$ cat config.mk
export PLATFORM = sky130hd
export DESIGN_NAME = inta_sequencer_flat
export DESIGN_NICKNAME = d
export VERILOG_FILES = /design/src/rtl/inta_sequencer_if.sv /design/src/rtl/inta_sequencer.sv /design/src/flat_wrapper.sv
export SDC_FILE = /design/constraint.sdc
export NUM_CORES = 1
export LEC_CHECK = 0
export CAP_MARGIN = 20
export CORE_MARGIN = 5
export CORE_UTILIZATION = 40
export CTS_CLUSTER_DIAMETER = 120
export DETAILED_ROUTE_END_ITERATION = 6
export PLACE_DENSITY = 0.67
export SETUP_SLACK_MARGIN = 0.02
export SLEW_MARGIN = 20
export SYNTH_ARGS = -nofsm -noshare
export SYNTH_HDL_FRONTEND = slang
export SYNTH_SLANG_ARGS = --single-unit
export TNS_END_PERCENT = 30
$ cat constraint.sdc
create_clock -name clk -period 3.3 [get_ports clk]
set_clock_uncertainty 0.1 [all_clocks]
set_input_delay 0.33 -clock clk [delete_from_list [all_inputs] [get_ports clk]]
set_output_delay 0.33 -clock clk [all_outputs]
set_load 0.05 [all_outputs]
$ cat src/rtl/inta_sequencer_if.sv
// CPU/control-facing signal bundle of the PIC acknowledge sequencer.
// The slave modport is the sequencer's view; the master drives requests and INTA.
interface inta_sequencer_if;
  logic [7:0] irr;
  logic       inta_n;
  logic [4:0] vector_base;
  logic       eoi_valid;
  logic       eoi_specific;
  logic [2:0] eoi_level;
  logic       int_out;
  logic       freeze;
  logic [7:0] clear_interrupt_request;
  logic [7:0] isr;
  logic [7:0] data_out;
  logic       data_oe;

  modport slave (
    input  irr, inta_n, vector_base, eoi_valid, eoi_specific, eoi_level,
    output int_out, freeze, clear_interrupt_request, isr, data_out, data_oe
  );

  modport master (
    output irr, inta_n, vector_base, eoi_valid, eoi_specific, eoi_level,
    input  int_out, freeze, clear_interrupt_request, isr, data_out, data_oe
  );
endinterface

$ cat src/rtl/inta_sequencer.sv
// 8086-mode INTA responder of an 8259-style PIC: raises INT, runs the two-pulse
// acknowledge, owns the in-service register and applies EOI commands.
module inta_sequencer #(
  parameter bit          AEOI        = 1'b0,
  parameter int unsigned SPURIOUS_ID = 7
) (
  input  logic            clk,
  input  logic            rst_n,
  inta_sequencer_if.slave bus
);

  typedef enum logic [1:0] {IDLE, ACK1, WAIT2, ACK2} state_t;

  state_t     state_q, state_d;
  logic       inta_q;
  logic       int_out_q, int_out_d;
  logic [7:0] clr_q, clr_d;
  logic [7:0] isr_q, isr_d;
  logic [7:0] data_out_q, data_out_d;
  logic [2:0] id_q, id_d;
  logic       spur_q, spur_d;

  logic [2:0] win, cur;
  logic       eligible, fall, rise, ack_start;

  function automatic logic [2:0] lowest_set(input logic [7:0] v);
    lowest_set = 3'd0;
    for (int unsigned i = 8; i > 0; i--) begin
      if (v[i-1]) lowest_set = 3'(i - 1);
    end
  endfunction

  assign win       = lowest_set(bus.irr);
  assign cur       = lowest_set(isr_q);
  assign eligible  = (bus.irr != '0) && ((isr_q == '0) || (win < cur));
  assign fall      = inta_q & ~bus.inta_n;
  assign rise      = ~inta_q & bus.inta_n;
  assign ack_start = (state_q == IDLE) && fall;

  always_ff @(posedge clk or negedge rst_n) begin
    if (!rst_n) begin
      state_q <= IDLE;
    end else begin
      state_q <= state_d;
    end
  end

  always_comb begin
    state_d = state_q;
    unique case (state_q)
      IDLE:  if (fall) state_d = ACK1;
      ACK1:  if (rise) state_d = WAIT2;
      WAIT2: if (fall) state_d = ACK2;
      ACK2:  if (rise) state_d = IDLE;
      default: state_d = IDLE;
    endcase
  end

  // freeze and data_oe track the state register directly, so reset drops them at once.
  always_comb begin
    bus.freeze                  = (state_q != IDLE);
    bus.data_oe                 = (state_q == ACK2);
    bus.int_out                 = int_out_q;
    bus.clear_interrupt_request = clr_q;
    bus.isr                     = isr_q;
    bus.data_out                = data_out_q;
  end

  always_comb begin
    int_out_d  = (state_q == IDLE && !fall) ? eligible : 1'b0;
    id_d       = id_q;
    spur_d     = spur_q;
    clr_d      = '0;
    data_out_d = data_out_q;
    isr_d      = isr_q;

    if (ack_start) begin
      id_d   = eligible ? win : 3'(SPURIOUS_ID);
      spur_d = !eligible;
    end
    if (state_q == WAIT2 && fall) begin
      data_out_d = {bus.vector_base, id_q};
    end

    // Clears are applied before the set so a same-bit set wins over an EOI.
    if (bus.eoi_valid) begin
      if (bus.eoi_specific) begin
        isr_d[bus.eoi_level] = 1'b0;
      end else if (isr_q != '0) begin
        isr_d[cur] = 1'b0;
      end
    end
    if (AEOI && state_q == ACK2 && rise && !spur_q) begin
      isr_d[id_q] = 1'b0;
    end
    if (ack_start && eligible) begin
      isr_d[win] = 1'b1;
      clr_d[win] = 1'b1;
    end
  end

  always_ff @(posedge clk or negedge rst_n) begin
    if (!rst_n) begin
      inta_q     <= 1'b1;
      int_out_q  <= 1'b0;
      clr_q      <= '0;
      isr_q      <= '0;
      data_out_q <= '0;
      id_q       <= '0;
      spur_q     <= 1'b0;
    end else begin
      inta_q     <= bus.inta_n;
      int_out_q  <= int_out_d;
      clr_q      <= clr_d;
      isr_q      <= isr_d;
      data_out_q <= data_out_d;
      id_q       <= id_d;
      spur_q     <= spur_d;
    end
  end

endmodule

$ cat src/flat_wrapper.sv
// flat-port wrapper written by rule: the top's interface ports become plain ports
module inta_sequencer_flat 
#(
  parameter bit          AEOI        = 1'b0,
  parameter int unsigned SPURIOUS_ID = 7
)
  (clk, rst_n, bus_irr, bus_inta_n, bus_vector_base, bus_eoi_valid, bus_eoi_specific, bus_eoi_level, bus_int_out, bus_freeze, bus_clear_interrupt_request, bus_isr, bus_data_out, bus_data_oe);
  inta_sequencer_if bus_i ();
  input  logic clk;
  input  logic rst_n;
  input wire logic [$bits(bus_i.irr)-1:0] bus_irr;
  input wire logic [$bits(bus_i.inta_n)-1:0] bus_inta_n;
  input wire logic [$bits(bus_i.vector_base)-1:0] bus_vector_base;
  input wire logic [$bits(bus_i.eoi_valid)-1:0] bus_eoi_valid;
  input wire logic [$bits(bus_i.eoi_specific)-1:0] bus_eoi_specific;
  input wire logic [$bits(bus_i.eoi_level)-1:0] bus_eoi_level;
  output wire logic [$bits(bus_i.int_out)-1:0] bus_int_out;
  output wire logic [$bits(bus_i.freeze)-1:0] bus_freeze;
  output wire logic [$bits(bus_i.clear_interrupt_request)-1:0] bus_clear_interrupt_request;
  output wire logic [$bits(bus_i.isr)-1:0] bus_isr;
  output wire logic [$bits(bus_i.data_out)-1:0] bus_data_out;
  output wire logic [$bits(bus_i.data_oe)-1:0] bus_data_oe;
  assign bus_i.irr = bus_irr;
  assign bus_i.inta_n = bus_inta_n;
  assign bus_i.vector_base = bus_vector_base;
  assign bus_i.eoi_valid = bus_eoi_valid;
  assign bus_i.eoi_specific = bus_eoi_specific;
  assign bus_i.eoi_level = bus_eoi_level;
  assign bus_int_out = bus_i.int_out;
  assign bus_freeze = bus_i.freeze;
  assign bus_clear_interrupt_request = bus_i.clear_interrupt_request;
  assign bus_isr = bus_i.isr;
  assign bus_data_out = bus_i.data_out;
  assign bus_data_oe = bus_i.data_oe;
  inta_sequencer #(.AEOI(AEOI), .SPURIOUS_ID(SPURIOUS_ID)) u_core (.clk(clk), .rst_n(rst_n), .bus(bus_i));
endmodule
; After elaboration in Yosys (flattened, before gate mapping)
; Cells that the tools add are included.
[totals]
ff_bits = 31
input_bits = 21
out_inout_bits = 27
word_cells = 80
[classes]
n_lt_le_gt_ge = 7
eq_ne = 7
n_mux = 34
bitwise_logic = 9
reduce_logical = 16
[ops]
columns = cell, count
row1 = $mux 3, 17
row2 = $mux 8, 5
row3 = $and 8x8->8, 2
row4 = $not 8->8, 2
row5 = $reduce_bool 8->1, 2
row6 = $lt 3x4->1 const B, 3
row7 = $demux 1 s3, 3
row8 = $ge 3x1->1 const B, 3
row9 = $logic_and 1x1->1, 8
row10 = $logic_not 8->1, 1
row11 = $mux 2, 4
row12 = $ne 2x1->1 const B, 4
row13 = $or 8x8->8, 1
row14 = $pmux 2 s4, 1
row15 = $eq 2x2->1 const B, 2
row16 = $mux 1, 4
row17 = $reduce_and 4->1, 1
row18 = $lt 3x3->1, 1
row19 = $and 1x1->1, 2
row20 = $eq 2x1->1 const B, 1
row21 = $logic_not 2->1, 1
row22 = $not 1->1, 2
row23 = $reduce_bool 2->1, 1
row24 = $logic_not 1->1, 1
row25 = $logic_or 1x1->1, 1

; Longest topological paths before layout
; Gate-level depths: netlist of run 1.
[depth]
depth_word = 19
ltp_mapped = 9
ltp_nobuf = 9

; Worst setup path before layout of run 1
; OpenSTA, ideal clock, no wires.
[synth_timing]
kind = register to register
start = reg u_core.isr_q[0] (netlist: u_core.bus.isr[0])
end = reg u_core.id_q[0]
setup_ns = 0.119
t_arrival_ns = 2.704
required_ns = 3.081
setup_slack_ns = 0.377
stages_incl_launch_ff = 10
path_buffers = 1
period_less_slack_ns = 2.923
cell_sequence = dfrtp_1 buf_6 or4_4 nand2b_1 ha_1 a21o_1 a211oi_1 o211a_1 a32oi_2 o21a_1
[synth_via]
elab_chain_len = 5
elab_cells_between_ends = 6
cone_classes = order compare (1) / mux (2) / reduce/logical (3)
[synth_lines]
columns = element, line
row1 = "start, declared", inta_sequencer.sv:18  ; logic [7:0] isr_q, isr_d;
row2 = "start signal, assigned", inta_sequencer.sv:115  ; isr_q <= isr_d;
row3 = $mux 3, inta_sequencer.sv:29  ; if (v[i-1]) lowest_set = 3'(i - 1);
row4 = $lt 3x3->1, inta_sequencer.sv:35  ; assign eligible = (bus.irr != '0) && ((isr_q == '0) || (win < cur));
row5 = $logic_or 1x1->1 (*), inta_sequencer.sv:35
row6 = $logic_and 1x1->1 (*), inta_sequencer.sv:35
row7 = $mux 3 (*), inta_sequencer.sv:78  ; id_d = eligible ? win : 3'(SPURIOUS_ID);
row8 = "end signal, assigned", inta_sequencer.sv:117  ; id_q <= id_d;
row9 = "end, declared", inta_sequencer.sv:20  ; logic [2:0] id_q, id_d;
; Mark *: on every way between the ends. The rest lies on a longest branch, timed or not.
; A chain may end at the register's enable or synchronous reset.

; Final worst setup path of run 1
[layout_timing]
start = reg u_core.isr_q[0] (netlist: u_core.bus.isr[0])
end = reg u_core.isr_q[6] (netlist: u_core.bus.isr[6])
[layout_via]
elab_chain_len = 12
elab_cells_between_ends = 19
cone_classes = order compare (3) / mux (7) / bitwise (3) / reduce/logical (6)
[layout_lines]
columns = element, line
row1 = $mux 3, inta_sequencer.sv:29
row2 = $lt 3x4->1 (implied by the code) / $ge 3x1->1 (equally long branches), inta_sequencer.sv:90  ; isr_d[cur] = 1'b0;
row3 = $logic_and 1x1->1 (implied by the code), inta_sequencer.sv:90
row4 = $mux 1 (implied by the code), inta_sequencer.sv:90
row5 = $demux 1 s3, -
row6 = $not 8->8 (no source line), -
row7 = $and 8x8->8 (no source line), -
row8 = $mux 8, inta_sequencer.sv:89  ; end else if (isr_q != '0) begin
row9 = $mux 8, inta_sequencer.sv:87  ; if (bus.eoi_specific) begin
row10 = $mux 8, inta_sequencer.sv:86  ; if (bus.eoi_valid) begin
row11 = $or 8x8->8 (no source line), -
row12 = $mux 8 (*), inta_sequencer.sv:96  ; if (ack_start && eligible) begin
row13 = via u_core.isr_d[6], inta_sequencer.sv:18
; Mark *: on every way through the listed nets, which the timed path passes. The rest lies on a longest branch.

==> results of run 1 <==
==> sequential cells by signal, indices dropped and copies added (netlist names) <==
signal,flops
u_core.bus.data_out,8
u_core.state_q,2
u_core.inta_q,1
u_core.bus.isr,8
u_core.id_q,3
u_core.bus.clear_interrupt_request,8
u_core.bus.int_out,1
==> how the worst min path moves through the flow <==
stage                                                       end  slack [ps]
after floorplan           u_core.bus.clear_interrupt_request[0]         -70
after global placement                           u_core.id_q[0]         390
after detailed placement                         u_core.id_q[0]         390
after CTS                                u_core.bus.data_out[3]         360
after global routing                     u_core.bus.data_out[3]         390
final                                    u_core.bus.data_out[3]         350
==> power groups by stage <==
stage / combinational [mW] / sequential (mW) / clock (mW)
finish: 0.917 / 0.559 / 0.299
global route: 0.986 / 0.575 / 0.325
CTS: 0.922 / 0.560 / 0.306
detailed placement: 0.919 / 0.567 / 0
global placement: 0.899 / 0.562 / 0
floorplan: 0.413 / 0.789 / 0
==> final cells by class <==
| type | count | area, um^2 |
|---|---|---|
| inverters | 8 | 30.0 |
| repair buffers | 49 | 485 |
| clock buffers | 7 | 86.3 |
| clock inverters | 1 | 5.00 |
| flip-flops and latches | 31 | 777 |
| well taps | 50 | 62.6 |
| fillers | 349 | 1740 |
| multi-input cells | 123 | 870 |
==> logic make-up after synthesis <==
kind of cell,Yosys count,synth area share
AOI/OAI and AO/OA,48,0.205
adders and majority gates,7,0.0517
buffers and inverters,11,0.0288
DFF,31,0.458
muxes,10,0.0657
and+or+nand+nor,58,0.190
==> routing by layer <==
layer,GRT usage,vias to the layer above,share of wire
met5,0,-,0
met4,0.0632,0,0.023
li1,-,703,-
met1,0.212,708,0.44
met3,0.0427,11,0.077
met2,0.244,59,0.46
==> stage by stage <==
stage | utilization | power (mW) | hold WS (ps)
finish | 0.571 | 1.78 | 351
global route | 0.571 | 1.89 | 387
CTS | 0.571 | 1.79 | 357
detailed placement | 0.548 | 1.49 | 390
global placement | 0.548 | 1.46 | 386
floorplan | - | 1.20 | -65.6
==> cell usage in the layout (no fill, tap or decap), drive strengths merged, types with 2 or more instances in the layout <==
cell,count
o31ai,2
nor3,5
mux2,9
nor3b,2
a21boi,2
dfrtp,30
buf,2
clkbuf,7
or4,2
nor4,3
o22ai,3
o21a,2
nand2b,3
nand3,2
a21o,3
clkdlybuf4s50,47
nor2,19
inv,8
nand2,15
a21oi,5
nor2b,2
o21ai,20
a211oi,2
ha,7
==> worst reg2reg max path: stages (launching register included) <==
cell and delay, ps:
dfrtp_1 490, or4_4 610, nand2b_1 180, ha_1 320
a21o_1 190, a211oi_1 390, o211a_1 250, a32oi_2 140
o21ai_1 210
==> results.yml, run 1 <==
status:
  outcome: "completed"
synthesis:
  ys.flop_type: "dfrtp_1"
  syn-cell-area_um2: 1700
  yosysSeqAreaShare: 0.458
  synth_top_area_share: 0.443
  yosysMostFrequentCell: "dfrtp_1"
  synthCells: 165
  synthTopCellsByCount: "dfrtp_1 (30), nor2_1 (19), nand2_1 (14)"
  synth_cell_types: 45
  yosysWarnings: 0
  synth-edff-count: 0
  synth.avg_cell_area_um2: 10.3
  async_reset_ff_frac: 1.00
  synth-seq-cells: 31
  synth_nets: 193
  yosys-top-cells-area: "dfrtp_1 (44%), mux2_2 (6.0%), ha_1 (5.2%), nor2_1 (4.2%), o21ai_0 (3.5%)"
  yosysTopAreaCell: "dfrtp_1"
floorplanning:
  design.die.area_um2: 5640
  rows: 23
  coreArea_um2: 4060
  start_util: 0.418
  dieWidth_um: 75.1
  ios: 48
  die_y_um: 75.1
sta:
  max_slew_margin: 0.497
  finalSetupTns_ps: 0
  grt_setup_unrepaired: "no"
  tightest_slew_ps: 748
  final_hold_viol_count: 0
  drv_slew: 0
  clock.fmax_mhz: 340
  period_share: 0.892
  fin_crit_ps: 2940
  fin_ws_ps: 356
  setup_viol: 0
worst_setup_path:
  cp_top_family: "compound AO/OA/AOI/OAI gates"
  reg2reg_slack_ps: 360
  cpPeakStageDelay_ps: 610
  cp_num_cells: 8
  timing.rr.start: "u_core.bus.isr[0]"
  crit_start: "u_core.bus.isr[0]"
  required_ps: 3400
  crit_path_top_delay_cell: "or4_4"
  setup.worst_path.start_class: "flop"
  r2r_cells: 8
  cp.arrival_ps: 3040
  path_class: "flop to flop"
  setup.worst_path.end_class: "flop"
  cp_max_fo: 10
  critPathBufInv: 0
  rr_endpoint: "u_core.bus.isr[6]"
  path_cells: "or4_4, nand2b_1, ha_1, a21o_1, a211oi_1, o211a_1, a32oi_2, o21ai_1"
  critPathCapture: "u_core.bus.isr[6]"
power_and_ir_drop:
  p_clk_frac: 0.168
  cellPowerDensity_nw_per_um2: 766
  leakage_nw: 0.975
  swShare: 0.430
  p_comb_frac: 0.517
  seqPwrFrac: 0.315
  switching_power_mw: 0.763
  intPower_mw: 1.01
  max-vdd-ir-drop_mv: 0.410
placement:
  post-place-ws_ps: 334
  place_area_um2: 2220
  port-buffer-count: 47
  gp_routability_congestion: 0.960
  place_hpwl_um: 3160
  dp.cells: 261
global_routing:
  grt_max_degree: 32
  grt_pass1_wl_um: 6780
  grt_overflow: 0
  grt_usage: 0.158
  grt_pass1_vias: 1407
  antenna_found_initial: 0
clocking:
  cts.repair.resized: 0
  clockBufferDepth: 2
  cts_made_buffers: 5
  clk_latency_ps: 280
  cts_setup_buffers: 0
  path_clk_slew_ps: 60
  hold_buffers: 0
  cts_tree: "done"
  cts_max_level: 2
  cts_root_buf: "clkbuf_8"
  clock-sinks: 31
cells_and_area:
  final_area_um2: 2320
  antenna_cells: 0
  final_nets: 246
  area_delta_synth_final_pct: 36.6
  drive_gt1_frac: 0.151
  fin_cells: 269
routing:
  vias: 1481
  wl_um: 4020
  wire_per_inst_um: 14.9
  drc: 0
  dr.pass1.iters: 4
  viasPerCell: 5.51
  drtIter0Drc: 68
  ant_nets: 0
run:
  cap_violations: 0
min_path:
  hold_path_class: "primary input to asynchronous set/reset pin"
Power figures use the tool's default switching activity.
==> run 2, diff against run 1 <==
--- a/config.mk
+++ b/config.mk
@@ -10,10 +10,10 @@
 export CORE_UTILIZATION = 40
 export CTS_CLUSTER_DIAMETER = 120
 export DETAILED_ROUTE_END_ITERATION = 6
-export PLACE_DENSITY = 0.67
+export PLACE_DENSITY = 0.7
 export SETUP_SLACK_MARGIN = 0.02
 export SLEW_MARGIN = 20
 export SYNTH_ARGS = -nofsm -noshare
 export SYNTH_HDL_FRONTEND = slang
 export SYNTH_SLANG_ARGS = --single-unit
-export TNS_END_PERCENT = 30
+export TNS_END_PERCENT = 50
==> constraint.sdc (replaced) <==
create_clock -name clk -period 2.55 [get_ports clk]
set_clock_uncertainty 0.1 [all_clocks]
set_input_delay 0.255 -clock clk [delete_from_list [all_inputs] [get_ports clk]]
set_output_delay 0.255 -clock clk [all_outputs]
set_load 0.05 [all_outputs]
==> results.yml, run 2 (synthesized netlist as in run 1, its figures left out) <==
worst_setup_path:
  cp_top_family: "compound AO/OA/AOI/OAI gates"
  r2r_cells: 8
  setup.worst_path.start_class: "flop"
  setup.worst_path.end_class: "flop"
  critPathBufInv: 0
  cpPeakStageDelay_ps: 610
  cp.arrival_ps: 2570
  cp_max_fo: 9
  cp_num_cells: 8
  path_cells: "or4_4, nand2b_4, ha_4, a21o_1, a211oi_2, o211a_1, a32oi_4, o21ai_1"
  required_ps: 2650
  crit_path_top_delay_cell: "or4_4"
  reg2reg_slack_ps: 80
  path_class: "flop to flop"
global_routing:
  grt_pass1_vias: 1549
  grt_pass1_wl_um: 7220
  grt_usage: 0.171
  grt_overflow: 0
  grt_max_degree: 32
  antenna_found_initial: 0
placement:
  place_hpwl_um: 3460
  gp_routability_congestion: 0.958
  place_area_um2: 2340
  port-buffer-count: 47
clocking:
  cts_tree: "done"
  path_clk_slew_ps: 60
  clock-sinks: 31
  hold_buffers: 0
  cts_made_buffers: 5
  cts_max_level: 2
  cts_root_buf: "clkbuf_8"
  clockBufferDepth: 2
  clk_latency_ps: 280
cells_and_area:
  area_delta_synth_final_pct: 44.4
  regArea_um2: 781
  antenna_cells: 0
  final_nets: 256
  utilization: 0.603
  multi_input_area_um2: 908
  nFillCells: 332
  final_common_cell: "clkdlybuf4s50_1"
  final_area_um2: 2450
  drive_gt1_frac: 0.214
  layout.cells.most_common_list: "clkdlybuf4s50_1 (47), dfrtp_1 (27), nor2_1 (18), nand2_1 (14)"
sta:
  grt_setup_unrepaired: "yes"
  period_share: 0.969
  clock.fmax_mhz: 405
  setup_viol: 0
  tightest_slew_ps: 704
  fin_crit_ps: 2470
  max_slew_margin: 0.526
  drv_slew: 0
  final_hold_viol_count: 0
routing:
  wire_per_inst_um: 15.9
  wl_um: 4430
  drtIter0Drc: 102
  drc: 0
  vias: 1530
  dr.pass1.iters: 4
  ant_nets: 0
  viasPerCell: 5.48
status:
  outcome: "completed"
floorplanning:
  dieWidth_um: 75.1
  ios: 48
  design.die.area_um2: 5640
  rows: 23
  die_y_um: 75.1
  start_util: 0.418
  coreArea_um2: 4060
power_and_ir_drop:
  cellPowerDensity_nw_per_um2: 1010
  max-vdd-ir-drop_mv: 0.440
  leakage_nw: 1.03
run:
  cap_violations: 0
min_path:
  hold_path_class: "primary input to asynchronous set/reset pin"
-- run 2: changes by cell type in the layout (fill, tap and decap cells not counted), sizes merged --
cell,before,now
clkinv,1,0
bufinv,0,1
buf,2,12
-- run 2: worst reg2reg max path, delay by kind of cell (launching register included) --
kind            cells  cell delay [ps]
compound gates      5              950
fa+ha+maj           1              200
flops               1              430
simple gates        2              720
-- run 2: worst paths after layout --
check                             startpoint                     end
max reg2reg                u_core.bus.isr[5]       u_core.bus.isr[2]
max                        u_core.bus.isr[5]       u_core.bus.isr[2]
min reg2reg                   u_core.id_q[0]          u_core.id_q[0]
min in group clk                  bus_inta_n           u_core.inta_q
min                                    rst_n  u_core.bus.data_out[4]
max in group asynchronous              rst_n           u_core.inta_q
-- run 2: what timing repair did --
item / CTS / global route
resized for setup: 0 / 2
setup endpoints to repair: 0 / 5
setup buffers: 0 / 0
-- run 2: stage by stage --
step / power, mW / setup slack [ps] / hold slack (ps) / setup TNS, ps / instances
2_1_floorplan: 1.58 / -49.0 / -141 / -159 / 165
3_3_place_gp: 1.96 / 8.69 / 385 / 0 / 271
3_5_place_dp: 2.01 / -124 / 401 / -1500 / 271
4_1_cts: 2.48 / 87.6 / 271 / 0 / 279
5_1_grt: 2.61 / -12.6 / 288 / -23.4 / 279
6_report: 2.47 / 79.8 / 264 / 0 / 279
-- run 2: where the power goes --
part           internal (mW)  switching, mW
clock                  0.292          0.179
combinational          0.517          0.779
sequential             0.628         0.0729
-- run 2: layout make-up --
type	instances	share of cell area
clock inverters	1	0.0123
inverters	8	0.0123
flip-flops and latches	31	0.319
well taps	50	0.0255
clock buffers	7	0.0312
repair buffers	59	0.229
multi-input cells	123	0.371
-- run 2: per-layer routing --
layer	global-route usage	vias up	wire length, um
li1	-	728	-
met1	0.210	729	1830
met2	0.279	61	2130
met3	0.0467	12	340
met4	0.0810	0	122
met5	0	-	0
==> run 3, diff against run 2 <==
--- a/config.mk
+++ b/config.mk
@@ -5,12 +5,13 @@
 export SDC_FILE = /design/constraint.sdc
 export NUM_CORES = 1
 export LEC_CHECK = 0
+export ABC_AREA = 1
 export CAP_MARGIN = 20
 export CORE_MARGIN = 5
 export CORE_UTILIZATION = 40
 export CTS_CLUSTER_DIAMETER = 120
 export DETAILED_ROUTE_END_ITERATION = 6
-export PLACE_DENSITY = 0.7
+export PLACE_DENSITY = 0.69
 export SETUP_SLACK_MARGIN = 0.02
 export SLEW_MARGIN = 20
 export SYNTH_ARGS = -nofsm -noshare
==> results.yml, run 3 <==
status:
  outcome: "completed"
synthesis:
  synth-edff-count: 0
  yosysWarnings: 0
  synth_nets: 265
  yosys-top-cells-area: "dfrtp_1 (43%), nand2_1 (17%), inv_1 (9.2%), nor2_1 (5.3%), mux2_2 (5.1%)"
  yosysSeqAreaShare: 0.441
  synthCells: 237
  synth-seq-cells: 31
  yosysTopAreaCell: "dfrtp_1"
  syn-cell-area_um2: 1760
  synth_cell_types: 19
  async_reset_ff_frac: 1.00
  yosysMostFrequentCell: "nand2_1"
  synth_top_area_share: 0.426
  ys.flop_type: "dfrtp_1"
  synth.avg_cell_area_um2: 7.43
  synthTopCellsByCount: "nand2_1 (79), inv_1 (43), dfrtp_1 (30)"
placement:
  port-buffer-count: 47
  place_hpwl_um: 3070
  gp_routability_congestion: 0.863
clocking:
  cts_tree: "done"
  clock-sinks: 31
  cts_made_buffers: 5
  clockBufferDepth: 2
  hold_buffers: 0
  cts_setup_buffers: 0
  cts_max_level: 2
  path_clk_slew_ps: 70
  cts.repair.resized: 0
  cts_root_buf: "clkbuf_8"
  clk_latency_ps: 280
power_and_ir_drop:
  cellPowerDensity_nw_per_um2: 869
  max-vdd-ir-drop_mv: 0.441
  leakage_nw: 1.30
  fin_total_pwr_mw: 2.06
sta:
  fin_crit_ps: 2250
  max_slew_margin: 0.657
  finalSetupTns_ps: 0
  tightest_slew_ps: 513
  grt_setup_unrepaired: "no"
  clock.fmax_mhz: 445
  setup_viol: 0
  final_hold_viol_count: 0
  period_share: 0.881
  drv_slew: 0
worst_setup_path:
  crit_path_top_delay_cell: "clkdlybuf4s50_1"
  setup.worst_path.start_class: "flop"
  cp.arrival_ps: 1890
  crit_top_cell: "inv_1"
  path_class: "flop to output port"
  path_cells: "inv_1, ha_1, inv_1, clkdlybuf4s50_1"
  cp_max_fo: 4
  setup.worst_path.end_class: "output port"
  required_ps: 2190
  cpPeakStageDelay_ps: 810
global_routing:
  grt_max_degree: 32
  grt_pass1_wl_um: 6810
  antenna_found_initial: 0
  grt_pass1_vias: 1535
  grt_usage: 0.141
  grt_overflow: 0
routing:
  dr.pass1.iters: 4
  wire_per_inst_um: 11.4
  drc: 0
  ant_nets: 0
  viasPerCell: 4.73
  wl_um: 3900
  drtIter0Drc: 105
  vias: 1619
floorplanning:
  dieWidth_um: 76.3
  rows: 24
  ios: 48
  start_util: 0.407
  die_y_um: 76.3
  design.die.area_um2: 5830
  coreArea_um2: 4320
cells_and_area:
  utilization: 0.548
  antenna_cells: 0
  area_delta_synth_final_pct: 34.7
  final_common_cell: "nand2_1"
  final_nets: 317
  layout.cells.most_common_list: "nand2_1 (79), clkdlybuf4s50_1 (47), inv_1 (43), dfrtp_1 (30), nor2_1 (25)"
  drive_gt1_frac: 0.0793
run:
  cap_violations: 0
min_path:
  hold_path_class: "primary input to asynchronous set/reset pin"
==> run 3: cell count changes in the layout (fill, tap and decap cells not counted), sizes merged, moves of 3 or more <==
| cell | delta |
|---|---|
| inv | +35 |
| o21ai | -10 |
| a21o | -3 |
| nand4 | +8 |
| nor2 | +6 |
| nand2b | -3 |
| nor4 | -3 |
| nand3 | +3 |
| nand2 | +66 |
| buf | -10 |
==> run 3: worst paths after layout <==
path | from | to | slack [ps] | depth (start not counted)
hold reg to reg | u_core.id_q[1] | u_core.id_q[1] | 380 | 2
setup / recovery | u_core.state_q[0] | bus_freeze | 300 | 4
min in group clk | bus_inta_n | u_core.inta_q | 300 | 1
setup reg to reg | u_core.bus.isr[2] | u_core.bus.isr[4] | 420 | 10
max in group asynchronous | rst_n | u_core.inta_q | 1770 | 2
hold / removal | rst_n | u_core.state_q[0] | 260 | 2
==> run 3: final cells by class <==
type	instances	area (um^2)
fill	436	1950
multi-input combinational	159	797
sequential	31	777
timing repair buffer	49	485
inverter	43	161
clock buffer	6	72.6
tap	52	65.1
clock inverter	2	12.5
==> run 3: cell families after synthesis <==
logic type,synth area share
adders and majority gates,0.0497
muxes,0.0512
AOI/OAI and AO/OA,0.0540
DFF,0.441
buffers and inverters,0.106
and+or+nand+nor,0.298
==> run 3: through the flow <==
step	instances	hold WS [ps]	setup slack (ps)	area [um^2]
2_1_floorplan	237	-141	418	1760
3_3_place_gp	334	372	205	2290
3_5_place_dp	334	370	126	2290
4_1_cts	342	284	294	2370
5_1_grt	342	303	156	2370
6_report	342	264	303	2370
==> run 3: worst max-delay path: cells and delay by family, from the launching register on <==
kind | cells | cell delay, ps
buffers and inverters | 3 | 1010
DFF | 1 | 380
adders and majority gates | 1 | 220
==> run 3: metal layers <==
| metal | GRT usage | wire length, um | vias up | share of wire |
|---|---|---|---|---|
| li1 | - | - | 831 | - |
| met1 | 0.188 | 1790 | 743 | 0.46 |
| met2 | 0.221 | 1830 | 38 | 0.47 |
| met3 | 0.0260 | 211 | 7 | 0.054 |
| met4 | 0.0629 | 76 | 0 | 0.019 |
| met5 | 0 | 0 | - | 0 |
==> run 3: power by group <==
group	internal, mW	switching, mW
Clock	0.190	0.184
Combinational	0.358	0.649
Sequential	0.610	0.0677
